$ cat src/rtl/seq_detect_prog.sv
// Purpose: programmable serial bit-pattern detector (1..MAX_LEN bits, overlap selectable).
// Latency: found pulses one cycle after the edge that accepts the completing bit.
// Backpressure: none; d_valid qualifies input, idle cycles hold state. Option: MATCH_CNT_EN adds match_cnt.
module seq_detect_prog #(
  parameter int MAX_LEN = 8,
  parameter int LEN_W   = 4
`ifdef MATCH_CNT_EN
  ,
  parameter int CNT_W   = 8
`endif
) (
  input  logic               clock,
  input  logic               rst_n,
  input  logic               d_in,
  input  logic               d_valid,
  input  logic [MAX_LEN-1:0] pattern,
  input  logic [LEN_W-1:0]   pat_len,
  input  logic               overlap,
  input  logic               clear,
  output logic               found
`ifdef MATCH_CNT_EN
  ,
  output logic [CNT_W-1:0]   match_cnt
`endif
);

  // hist[0] is the most recent bit; fill counts how many history bits are genuine.
  logic [MAX_LEN-1:0] hist;
  logic [MAX_LEN-1:0] hist_n;
  logic [LEN_W-1:0]   fill;
  logic [LEN_W-1:0]   fill_n;
  logic               accept;
  logic               len_ok;
  logic               bits_eq;
  logic               match;

  // Next history/fill and match decision for the bit offered this cycle.
  always_comb begin
    accept  = d_valid && !clear;
    hist_n  = {hist[MAX_LEN-2:0], d_in};
    fill_n  = (fill == LEN_W'(MAX_LEN)) ? fill : fill + 1'b1;
    len_ok  = (pat_len != '0) && (pat_len <= LEN_W'(MAX_LEN));
    bits_eq = 1'b1;
    for (int i = 0; i < MAX_LEN; i++) begin
      if ((LEN_W'(i) < pat_len) && (hist_n[i] != pattern[i])) begin
        bits_eq = 1'b0;
      end
    end
    match = accept && len_ok && (fill_n >= pat_len) && bits_eq;
  end

  // History shift, fill tracking and registered match pulse; non-overlap mode restarts fill on a hit.
  always_ff @(posedge clock) begin
    if (!rst_n || clear) begin
      hist  <= '0;
      fill  <= '0;
      found <= 1'b0;
    end else begin
      found <= match;
      if (accept) begin
        hist <= hist_n;
        fill <= (match && !overlap) ? '0 : fill_n;
      end
    end
  end

`ifdef MATCH_CNT_EN
  // Saturating count of matches; sticks at all-ones rather than wrapping.
  always_ff @(posedge clock) begin
    if (!rst_n || clear) begin
      match_cnt <= '0;
    end else if (match && (match_cnt != '1)) begin
      match_cnt <= match_cnt + 1'b1;
    end
  end
`else
  // Without the counter, found is the only result this block produces.
`endif

endmodule
$ cat config.mk
export PLATFORM = sky130hd
export DESIGN_NAME = seq_detect_prog
export DESIGN_NICKNAME = d
export VERILOG_FILES = /design/src/rtl/seq_detect_prog.sv
export SDC_FILE = /design/constraint.sdc
export NUM_CORES = 1
export LEC_CHECK = 0
export ABC_AREA = 1
export BUFFER_PORTS_ARGS = -buffer_cell sky130_fd_sc_hd__buf_2
export CAP_MARGIN = 30
export CORE_MARGIN = 5
export CORE_UTILIZATION = 56
export DETAILED_ROUTE_END_ITERATION = 16
export PLACE_DENSITY = 0.82
export SLEW_MARGIN = 20
export SYNTH_ARGS = -nofsm -noshare
export SYNTH_HDL_FRONTEND = slang
export SYNTH_SLANG_ARGS = --single-unit
export TNS_END_PERCENT = 1
$ cat constraint.sdc
create_clock -name clock -period 3.2 [get_ports clock]
set_input_delay 0.48 -clock clock [delete_from_list [all_inputs] [get_ports clock]]
set_output_delay 0.48 -clock clock [all_outputs]
set_load 0.02 [all_outputs]
==> results of run 1 <==
## cell usage after synthesis (all sizes together)
cell,count
o21ai,1
clkbuf,1
dfxtp,12
nand4,1
nor2,25
nand2,45
o211ai,1
ha,6
xor2,3
a21oi,6
inv,27
nand3,8
a211oi,7
## worst register-to-register path, delay by kind of cell, from the launching register on
family	cells	cell delay, ns
buffers and inverters	1	0.07
adders and majority gates	2	0.37
and+or+nand+nor	6	0.49
AOI/OAI and AO/OA	2	0.30
xor gates and xnor gates	1	0.19
DFF	1	0.41
## sequential cells by signal, summed over array words and instances (netlist names)
name	flops
hist	7
fill	4
found	1
## path summary, 6_finish.rpt
check,to,slack [ns],from,depth (start not counted)
setup / recovery,fill[0],1.29,fill[0],12
hold / removal,hist[0],0.49,d_in,3
setup reg to reg,fill[0],1.29,fill[0],12
hold reg to reg,hist[6],0.51,hist[5],2
## cells in the final DEF (no fill, tap or decap)
cell type / instances
nand3_2: 1
nand4_1: 1
xor2_1: 3
clkbuf_4: 3
ha_1: 6
nor2_8: 1
buf_2: 18
nor2_1: 23
o211ai_1: 1
nor2_2: 1
nand2_1: 44
nand3_1: 7
nand2_2: 1
a211oi_1: 7
dfxtp_1: 12
o21ai_1: 1
clkbuf_8: 1
a21oi_1: 6
inv_1: 23
inv_2: 4
## per-stage QoR
stage,worst slack (ns),power [mW],util (%),std cells
after floorplan,1.53,0.202,-,143
after global placement,1.44,0.223,66.1,176
after detailed placement,1.34,0.225,66.1,176
after CTS,1.30,0.347,68.5,180
after global routing,1.11,0.366,68.5,180
final,1.29,0.345,68.5,180
## logic make-up after synthesis
logic type,synth area share (%)
DFF,27.4
adders and majority gates,8.56
xor gates and xnor gates,3.00
buffers and inverters,12.0
AOI/OAI and AO/OA,10.8
and+or+nand+nor,38.2
## power by group through the flow
stage	clock, mW	sequential [mW]	combinational (mW)
2_1_floorplan	0	0.160	0.0415
3_3_place_gp	0	0.161	0.0622
3_5_place_dp	0	0.161	0.0638
4_1_cts	0.125	0.158	0.0647
5_1_grt	0.133	0.158	0.0749
6_report	0.123	0.158	0.0645
## per-layer routing
metal	up-vias	track usage, %	wire length (µm)
met5	-	0	0
met4	0	5.24	35
met3	6	4.52	125
met2	29	26.3	857
met1	392	20.8	857
li1	484	-	-
## final cells by class
type / instances / share of cell area (%)
multi-input cells: 103 / 52.1
inverters: 27 / 9.94
clock buffers: 4 / 3.56
repair buffers: 18 / 8.83
flip-flops and latches: 12 / 23.6
well taps: 16 / 1.96
==> impl_metrics.py, run 1 <==
metrics = {
    "power_and_ir_drop": {
        "switching_share_pct": 27.9,
        "power_density_mw_per_mm2": 338,
        "leakage_nw": 0.549,
        "seqPwrFrac_pct": 45.7,
        "max-vdd-ir-drop_v": 0.000257,
        "internal-power_uw": 248,
        "p_comb_share_pct": 18.7,
        "p_sw_uw": 96.2,
        "p_clk_share_pct": 35.6,
    },
    "route": {
        "ant_nets": 0,
        "drt-initial-drc-count": 31,
        "drc": 0,
        "wl_per_cell_um": 10.4,
        "vias": 911,
        "via_per_inst": 5.06,
        "wl_mm": 1.88,
        "drt_first_pass_iters": 4,
    },
    "floorplanning": {
        "io_pins": 19,
        "dieArea_mm2": 0.00246,
        "fp-row-count": 14,
        "die_h_um": 49.6,
        "die_w_um": 49.6,
        "core-area_mm2": 0.00149,
        "initial_utilization_pct": 58.9,
    },
    "place": {
        "placed_area_um2": 983,
        "gp_congestion": 0.852,
        "dpl.hpwl_mm": 1.51,
        "portBuffers": 18,
    },
    "cells_and_area": {
        "design_area_mm2": 0.00102,
        "layout-drive-gt1-share_pct": 18.3,
        "multiInputGateArea_um2": 532,
        "synthToLayoutAreaGrowth_pct": 16.3,
        "n_antenna_cell": 0,
        "fillers": 144,
        "final_net_count": 189,
        "seqCellArea_um2": 240,
    },
    "synthesis": {
        "synthesis.area_um2": 877,
        "syn_nets": 167,
        "ys_warn_count": 0,
        "synth_top_area_share_pct": 27.4,
        "syn_inst": 143,
        "synth.avg_cell_area_um2": 6.13,
        "ys_ff_latch": 12,
        "synth_area_leaders": "dfxtp_1 27%, nand2_1 19%, inv_1 9.8%",
        "yosysSeqAreaShare_pct": 27.4,
        "synth_cell_types": 18,
        "synth_top_cell_by_area": "dfxtp_1",
    },
    "clock_tree": {
        "holdBufCountCts": 0,
        "cts_resized": 0,
        "numCtsBuffers": 3,
        "cts_setup_buffers": 0,
        "clk_latency_ns": 0.27,
        "clockRootBuffer": "clkbuf_4",
        "path_clk_slew_ns": 0.08,
        "clk_path_buf_depth": 2,
        "cts_tree": "done",
        "cts.sinks": 12,
        "htreeDepth": 1,
    },
    "global_routing": {
        "grt_max_degree": 13,
        "grt_use_total_pct": 16.3,
        "grt_pass1_vias": 819,
        "grt_pass1_wl_mm": 3.26,
        "overflow": 0,
        "antenna_found_initial": 0,
    },
    "setup_path": {
        "required_ns": 3.40,
        "critPathLaunchType": "flop",
        "crit_buf_inv": 1,
        "path_max_fanout": 5,
        "cp.arrival_ns": 2.10,
        "path_cells": "inv_1, ha_1, nand2_1, nor2_1, xor2_1, ha_1, nor2_1, o211ai_1, nand3_1, nand3_2, nand2_1, a21oi_1",
        "crit_path_end_kind": "flop",
        "slowest_delay_ns": 0.41,
        "cp_slowest_cell": "dfxtp_1",
        "setup.worst_path.class": "reg -> reg",
        "crit_family": "simple AND/OR/NAND/NOR gates",
    },
    "timing": {
        "report.final.slew_viol_count": 0,
        "fmax_mhz": 525,
        "period_needed_ns": 1.91,
        "hold_viol_final": 0,
        "fin_worst_skew_ns": 0.00488,
        "slew_headroom_pct": 71.1,
        "hold_slack_ns": 0.492,
        "setup-tns-final_ns": 0,
        "tightest_slew_ns": 0.432,
        "rsz0062_at_grt": "false",
        "finalCritPeriodShare_pct": 59.5,
        "setup_violations": 0,
    },
    "status": {
        "status": "finished clean",
    },
    "min_path": {
        "hold_class": "in -> reg",
    },
    "flow_run": {
        "drv_cap": 0,
    },
}
Power figures use the tool's default switching activity.
==> run 2: changes to the inputs <==
--- a/config.mk
+++ b/config.mk
@@ -9,9 +9,9 @@
 export BUFFER_PORTS_ARGS = -buffer_cell sky130_fd_sc_hd__buf_2
 export CAP_MARGIN = 30
 export CORE_MARGIN = 5
-export CORE_UTILIZATION = 56
+export CORE_UTILIZATION = 47
 export DETAILED_ROUTE_END_ITERATION = 16
-export PLACE_DENSITY = 0.82
+export PLACE_DENSITY = 0.73
 export SLEW_MARGIN = 20
 export SYNTH_ARGS = -nofsm -noshare
 export SYNTH_HDL_FRONTEND = slang
==> constraint.sdc (replaced) <==
create_clock -name clock -period 1.65 [get_ports clock]
set_input_delay 0.2475 -clock clock [delete_from_list [all_inputs] [get_ports clock]]
set_output_delay 0.2475 -clock clock [all_outputs]
set_load 0.02 [all_outputs]
==> impl_metrics.py, run 2 (synthesis results as in run 1) <==
metrics = {
    "status": {
        "status": "complete, but fails checks",
        "violations": "setup timing",
    },
    "place": {
        "portBuffers": 18,
        "gp_congestion": 0.843,
        "dpl.hpwl_mm": 1.57,
        "post-place-ws_ns": -0.123,
        "post-place-cells": 191,
    },
    "route": {
        "via_per_inst": 4.73,
        "wl_met1_um": 985,
        "wl_met3_um": 109,
        "drt_first_pass_iters": 4,
        "ant_nets": 0,
        "vias": 922,
        "top_layer": "met4",
        "dr_wl_met2_um": 852,
        "drt-initial-drc-count": 21,
        "drc": 0,
        "wl_per_cell_um": 10.2,
        "wl_mm": 1.98,
    },
    "cells_and_area": {
        "top_regs": "hist: 7 flops, fill: 4 flops, found: 1 flops",
        "final_cell_mix": "43 x nand2_1, 21 x inv_1, 21 x nor2_1",
        "top_register": "hist",
        "utilization_pct": 64.4,
        "final_net_count": 196,
        "largest_reg_flops": 7,
        "finalNonFillerCells": 195,
        "layout-drive-gt1-share_pct": 28.2,
        "final_common_cell": "nand2_1",
        "synthToLayoutAreaGrowth_pct": 28.2,
        "n_antenna_cell": 0,
        "fillers": 165,
    },
    "global_routing": {
        "antenna_found_initial": 0,
        "grt_max_degree": 13,
        "overflow": 0,
        "grt_pass1_wl_mm": 3.49,
        "grt_use_total_pct": 17.0,
        "grt_pass1_vias": 859,
    },
    "setup_path": {
        "path_max_fanout": 5,
        "crit_buf_inv": 1,
        "path_cells": "inv_4, ha_4, nand2_4, nor2_4, xor2_2, ha_2, nor2_2, o211ai_1, nand3_1, nand3_2, nand2_1, a21oi_1",
        "crit_path_end_kind": "flop",
        "cp_slowest_cell": "dfxtp_4",
        "slowest_delay_ns": 0.37,
        "critPathLaunchType": "flop",
        "crit_family": "simple AND/OR/NAND/NOR gates",
        "required_ns": 1.86,
        "cp.arrival_ns": 2.02,
        "setup.worst_path.class": "reg -> reg",
    },
    "floorplanning": {
        "initial_utilization_pct": 50.3,
        "die_h_um": 53.2,
        "die_w_um": 53.2,
        "io_pins": 19,
        "fp-row-count": 15,
        "core-area_mm2": 0.00175,
        "dieArea_mm2": 0.00283,
    },
    "clock_tree": {
        "clockRootBuffer": "clkbuf_4",
        "cts_tree": "done",
        "path_clk_slew_ns": 0.08,
        "clk_path_buf_depth": 2,
        "htreeDepth": 1,
        "cts.sinks": 12,
        "numCtsBuffers": 3,
        "clk_latency_ns": 0.28,
    },
    "timing": {
        "tightest_slew_ns": 0.471,
        "slew_headroom_pct": 68.5,
        "fmax_mhz": 552,
        "report.final.slew_viol_count": 0,
        "finalCritPeriodShare_pct": 110,
        "period_needed_ns": 1.81,
        "setup_violations": 5,
        "rsz0062_at_grt": "true",
        "hold_viol_final": 0,
        "setup-tns-final_ns": -0.590,
        "fin_worst_skew_ns": 0.00658,
        "layout_setup_ws_ns": -0.160,
    },
    "flow_run": {
        "drv_cap": 0,
    },
    "power_and_ir_drop": {
        "max-vdd-ir-drop_v": 0.000408,
        "power_density_mw_per_mm2": 557,
        "leakage_nw": 0.581,
    },
    "min_path": {
        "hold_class": "in -> reg",
    },
}
-- run 2: where the power goes --
| group | leakage (nW) | switching [mW] | total [mW] | internal (mW) |
|---|---|---|---|---|
| Combinational | 0.468 | 0.0789 | 0.135 | 0.0562 |
| Clock | 0.0138 | 0.102 | 0.187 | 0.0847 |
| Sequential | 0.0990 | 0.00740 | 0.305 | 0.297 |
| Total | 0.581 | 0.188 | 0.626 | 0.438 |
-- run 2: worst min-delay path: stages --
cell	delay, ns
buf_2	0.10
inv_1	0.06
a211oi_1	0.06
-- run 2: layout make-up --
type                       instances  area, µm²  share of cell area (%)
clock buffer                       3       22.5                    2.00
inverter                          27        104                    9.23
multi-input combinational        103        579                    51.5
sequential                        12        245                    21.8
tap                               25       31.3                    2.78
timing repair buffer              25        143                    12.7
-- run 2: repair_timing --
item	in CTS	in global routing
hold endpoints to repair	0	0
setup buffers	0	1
pin swaps	1	11
hold buffers	0	0
endpoints found under the setup margin	5	5
gates cloned	0	0
gates resized for setup	1	15
-- run 2: layer usage --
layer | GRT usage, % | vias to the layer above
li1 | - | 496
met1 | 22.0 | 396
met2 | 26.9 | 25
met3 | 3.38 | 5
met4 | 7.66 | 0
met5 | 0 | -
-- run 2: worst paths after layout --
path	from	endpoint	slack, ns	cells past startpoint
worst min register to register	fill[1]	fill[1]	0.51	2
worst max register to register	fill[0]	fill[3]	-0.16	12
worst min-delay path	d_in	hist[0]	0.25	3
worst max-delay path	fill[0]	fill[3]	-0.16	12
-- run 2: per-stage QoR --
stage / hold WS (ns) / total power, mW / area [µm²]
3_5_place_dp: 0.489 / 0.439 / 1040
4_1_cts: 0.244 / 0.621 / 1060
3_3_place_gp: 0.479 / 0.436 / 1040
6_report: 0.247 / 0.626 / 1120
2_1_floorplan: 0.405 / 0.391 / 878
5_1_grt: 0.262 / 0.665 / 1120
==> run 3: changes to the inputs <==
--- a/config.mk
+++ b/config.mk
@@ -8,10 +8,13 @@
 export ABC_AREA = 1
 export BUFFER_PORTS_ARGS = -buffer_cell sky130_fd_sc_hd__buf_2
 export CAP_MARGIN = 30
+export CELL_PAD_IN_SITES_DETAIL_PLACEMENT = 1
+export CELL_PAD_IN_SITES_GLOBAL_PLACEMENT = 1
+export CORE_ASPECT_RATIO = 0.6
 export CORE_MARGIN = 5
-export CORE_UTILIZATION = 47
+export CORE_UTILIZATION = 32
 export DETAILED_ROUTE_END_ITERATION = 16
-export PLACE_DENSITY = 0.73
+export PLACE_DENSITY_LB_ADDON = 0.1
 export SLEW_MARGIN = 20
 export SYNTH_ARGS = -nofsm -noshare
 export SYNTH_HDL_FRONTEND = slang
==> impl_metrics.py, run 3 (synthesis results as in run 1) <==
metrics = {
    "status": {
        "status": "complete, but fails checks",
        "violations": "setup timing",
    },
    "setup_path": {
        "crit_path_end_kind": "flop",
        "crit_cells": 12,
        "critPathLaunchType": "flop",
        "timing.rr.start": "fill[0]",
        "path_max_fanout": 4,
        "slowest_delay_ns": 0.36,
        "reg2regPathDepth": 12,
        "required_ns": 1.82,
        "r2r-end": "fill[1]",
        "cp_slowest_cell": "dfxtp_4",
        "crit_buf_inv": 1,
        "worst-r2r-setup-slack_ns": -0.26,
        "crit_family": "simple AND/OR/NAND/NOR gates",
        "setup.worst_path.class": "reg -> reg",
        "path_cells": "inv_4, ha_4, nand2_4, nor2_4, xor2_2, ha_2, nor2_2, o211ai_1, nand3_1, nand3_2, nand2_1, a21oi_1",
        "cp.arrival_ns": 2.07,
    },
    "cells_and_area": {
        "design_area_mm2": 0.00120,
        "fillers": 358,
        "final_net_count": 198,
        "n_antenna_cell": 0,
        "synthToLayoutAreaGrowth_pct": 36.9,
        "final_common_cell": "nand2_1",
        "utilization_pct": 47.0,
        "largest_reg_flops": 7,
        "top_register": "hist",
        "top_regs": "hist: 7 flops, fill: 4 flops, found: 1 flops",
        "final_cell_mix": "42 x nand2_1, 21 x inv_1, 21 x nor2_1",
        "layout-drive-gt1-share_pct": 31.2,
    },
    "clock_tree": {
        "clockRootBuffer": "clkbuf_8",
        "numCtsBuffers": 3,
        "holdBufCountCts": 0,
        "htreeDepth": 1,
        "clk_latency_ns": 0.24,
        "path_clk_slew_ns": 0.06,
        "clk_path_buf_depth": 2,
        "cts_tree": "done",
        "cts.sinks": 12,
    },
    "floorplanning": {
        "dieArea_mm2": 0.00392,
        "die_w_um": 77.6,
        "initial_utilization_pct": 34.3,
        "io_pins": 19,
        "core-area_mm2": 0.00256,
        "die_h_um": 50.6,
        "fp-row-count": 14,
    },
    "route": {
        "via_per_inst": 4.74,
        "drt-initial-drc-count": 20,
        "drc": 0,
        "ant_nets": 0,
        "wl_mm": 2.88,
        "drt_first_pass_iters": 4,
        "vias": 971,
        "wl_per_cell_um": 14.1,
    },
    "global_routing": {
        "grt_use_total_pct": 14.4,
        "grt_pass1_wl_mm": 4.39,
        "overflow": 0,
        "grt_max_degree": 13,
        "antenna_found_initial": 0,
        "grt_pass1_vias": 931,
    },
    "flow_run": {
        "drv_cap": 0,
    },
    "power_and_ir_drop": {
        "leakage_nw": 0.607,
        "power_density_mw_per_mm2": 652,
        "p_comb_share_pct": 18.5,
        "switching_share_pct": 27.7,
        "seqPwrFrac_pct": 39.1,
        "p_clk_share_pct": 42.3,
        "max-vdd-ir-drop_v": 0.000418,
        "internal-power_uw": 566,
        "p_sw_uw": 217,
    },
    "timing": {
        "fmax_mhz": 525,
        "setup_violations": 5,
        "finalCritPeriodShare_pct": 116,
        "setup-tns-final_ns": -1.10,
        "fin_worst_skew_ns": 0.000620,
        "rsz0062_at_grt": "true",
        "hold_viol_final": 0,
        "tightest_slew_ns": 0.449,
        "report.final.slew_viol_count": 0,
        "layout_setup_ws_ns": -0.256,
        "period_needed_ns": 1.91,
        "slew_headroom_pct": 70.0,
    },
    "min_path": {
        "hold_end": "hist[0]",
        "hold_start": "d_in",
        "hold_class": "in -> reg",
        "worstHoldPathCells": 3,
    },
    "place": {
        "gp_congestion": 0.834,
        "portBuffers": 18,
        "placed_area_mm2": 0.00106,
        "post-place-ws_ns": -0.189,
        "dpl.hpwl_mm": 2.22,
    },
}
-- run 3: cell count changes in the layout (fill, tap and decap cells not counted), sizes merged --
cell / delta
buf: +2
clkbuf: +1
-- run 3: metal layers --
| layer | GRT usage [%] | vias up | wire length [µm] |
|---|---|---|---|
| met5 | 0 | - | 0 |
| met4 | 5.14 | 0 | 61 |
| met3 | 2.68 | 9 | 128 |
| met2 | 21.1 | 18 | 1240 |
| met1 | 20.8 | 440 | 1450 |
| li1 | - | 504 | - |
-- run 3: cell type report --
type	count	area, µm²	area share (%)
Multi-Input combinational cell	103	599	49.9
Sequential cell	12	245	20.4
Timing Repair Buffer	27	158	13.1
Inverter	27	104	8.65
Clock buffer	4	55.1	4.58
Tap cell	32	40.0	3.33
-- run 3: worst max-delay path by stage --
stage                       start       to  slack [ns]
after floorplan           fill[0]  fill[0]        0.03
after detailed placement  fill[0]  fill[0]       -0.19
after global routing      fill[1]  fill[0]       -0.34
final                     fill[0]  fill[1]       -0.26
after global placement    fill[0]  fill[0]       -0.12
after CTS                 fill[0]  fill[0]       -0.21
-- run 3: worst min-delay path, delay by kind of cell --
kind | cells | cell delay [ns]
buffers and inverters | 2 | 0.17
AO/OA/AOI/OAI | 1 | 0.08
-- run 3: repair_timing --
action,4_1_cts,5_1_grt
endpoints found under the setup margin,5,5
pin swaps,0,13
endpoints found under the hold margin,0,0
setup buffers,0,1
resized for setup,0,20
-- run 3: power by group through the flow --
| stage | Sequential (mW) | Combinational (mW) | Clock [mW] |
|---|---|---|---|
| 2_1_floorplan | 0.311 | 0.0806 | 0 |
| 3_5_place_dp | 0.314 | 0.136 | 0 |
| 5_1_grt | 0.307 | 0.163 | 0.354 |
| 6_report | 0.306 | 0.145 | 0.331 |
| 4_1_cts | 0.307 | 0.137 | 0.339 |
| 3_3_place_gp | 0.312 | 0.130 | 0 |
-- run 3: metrics by stage --
step / power (mW) / cells / hold WS, ns
floorplan: 0.391 / 143 / 0.405
global placement: 0.442 / 200 / 0.483
detailed placement: 0.449 / 200 / 0.498
CTS: 0.783 / 204 / 0.296
global route: 0.824 / 205 / 0.314
finish: 0.783 / 205 / 0.302
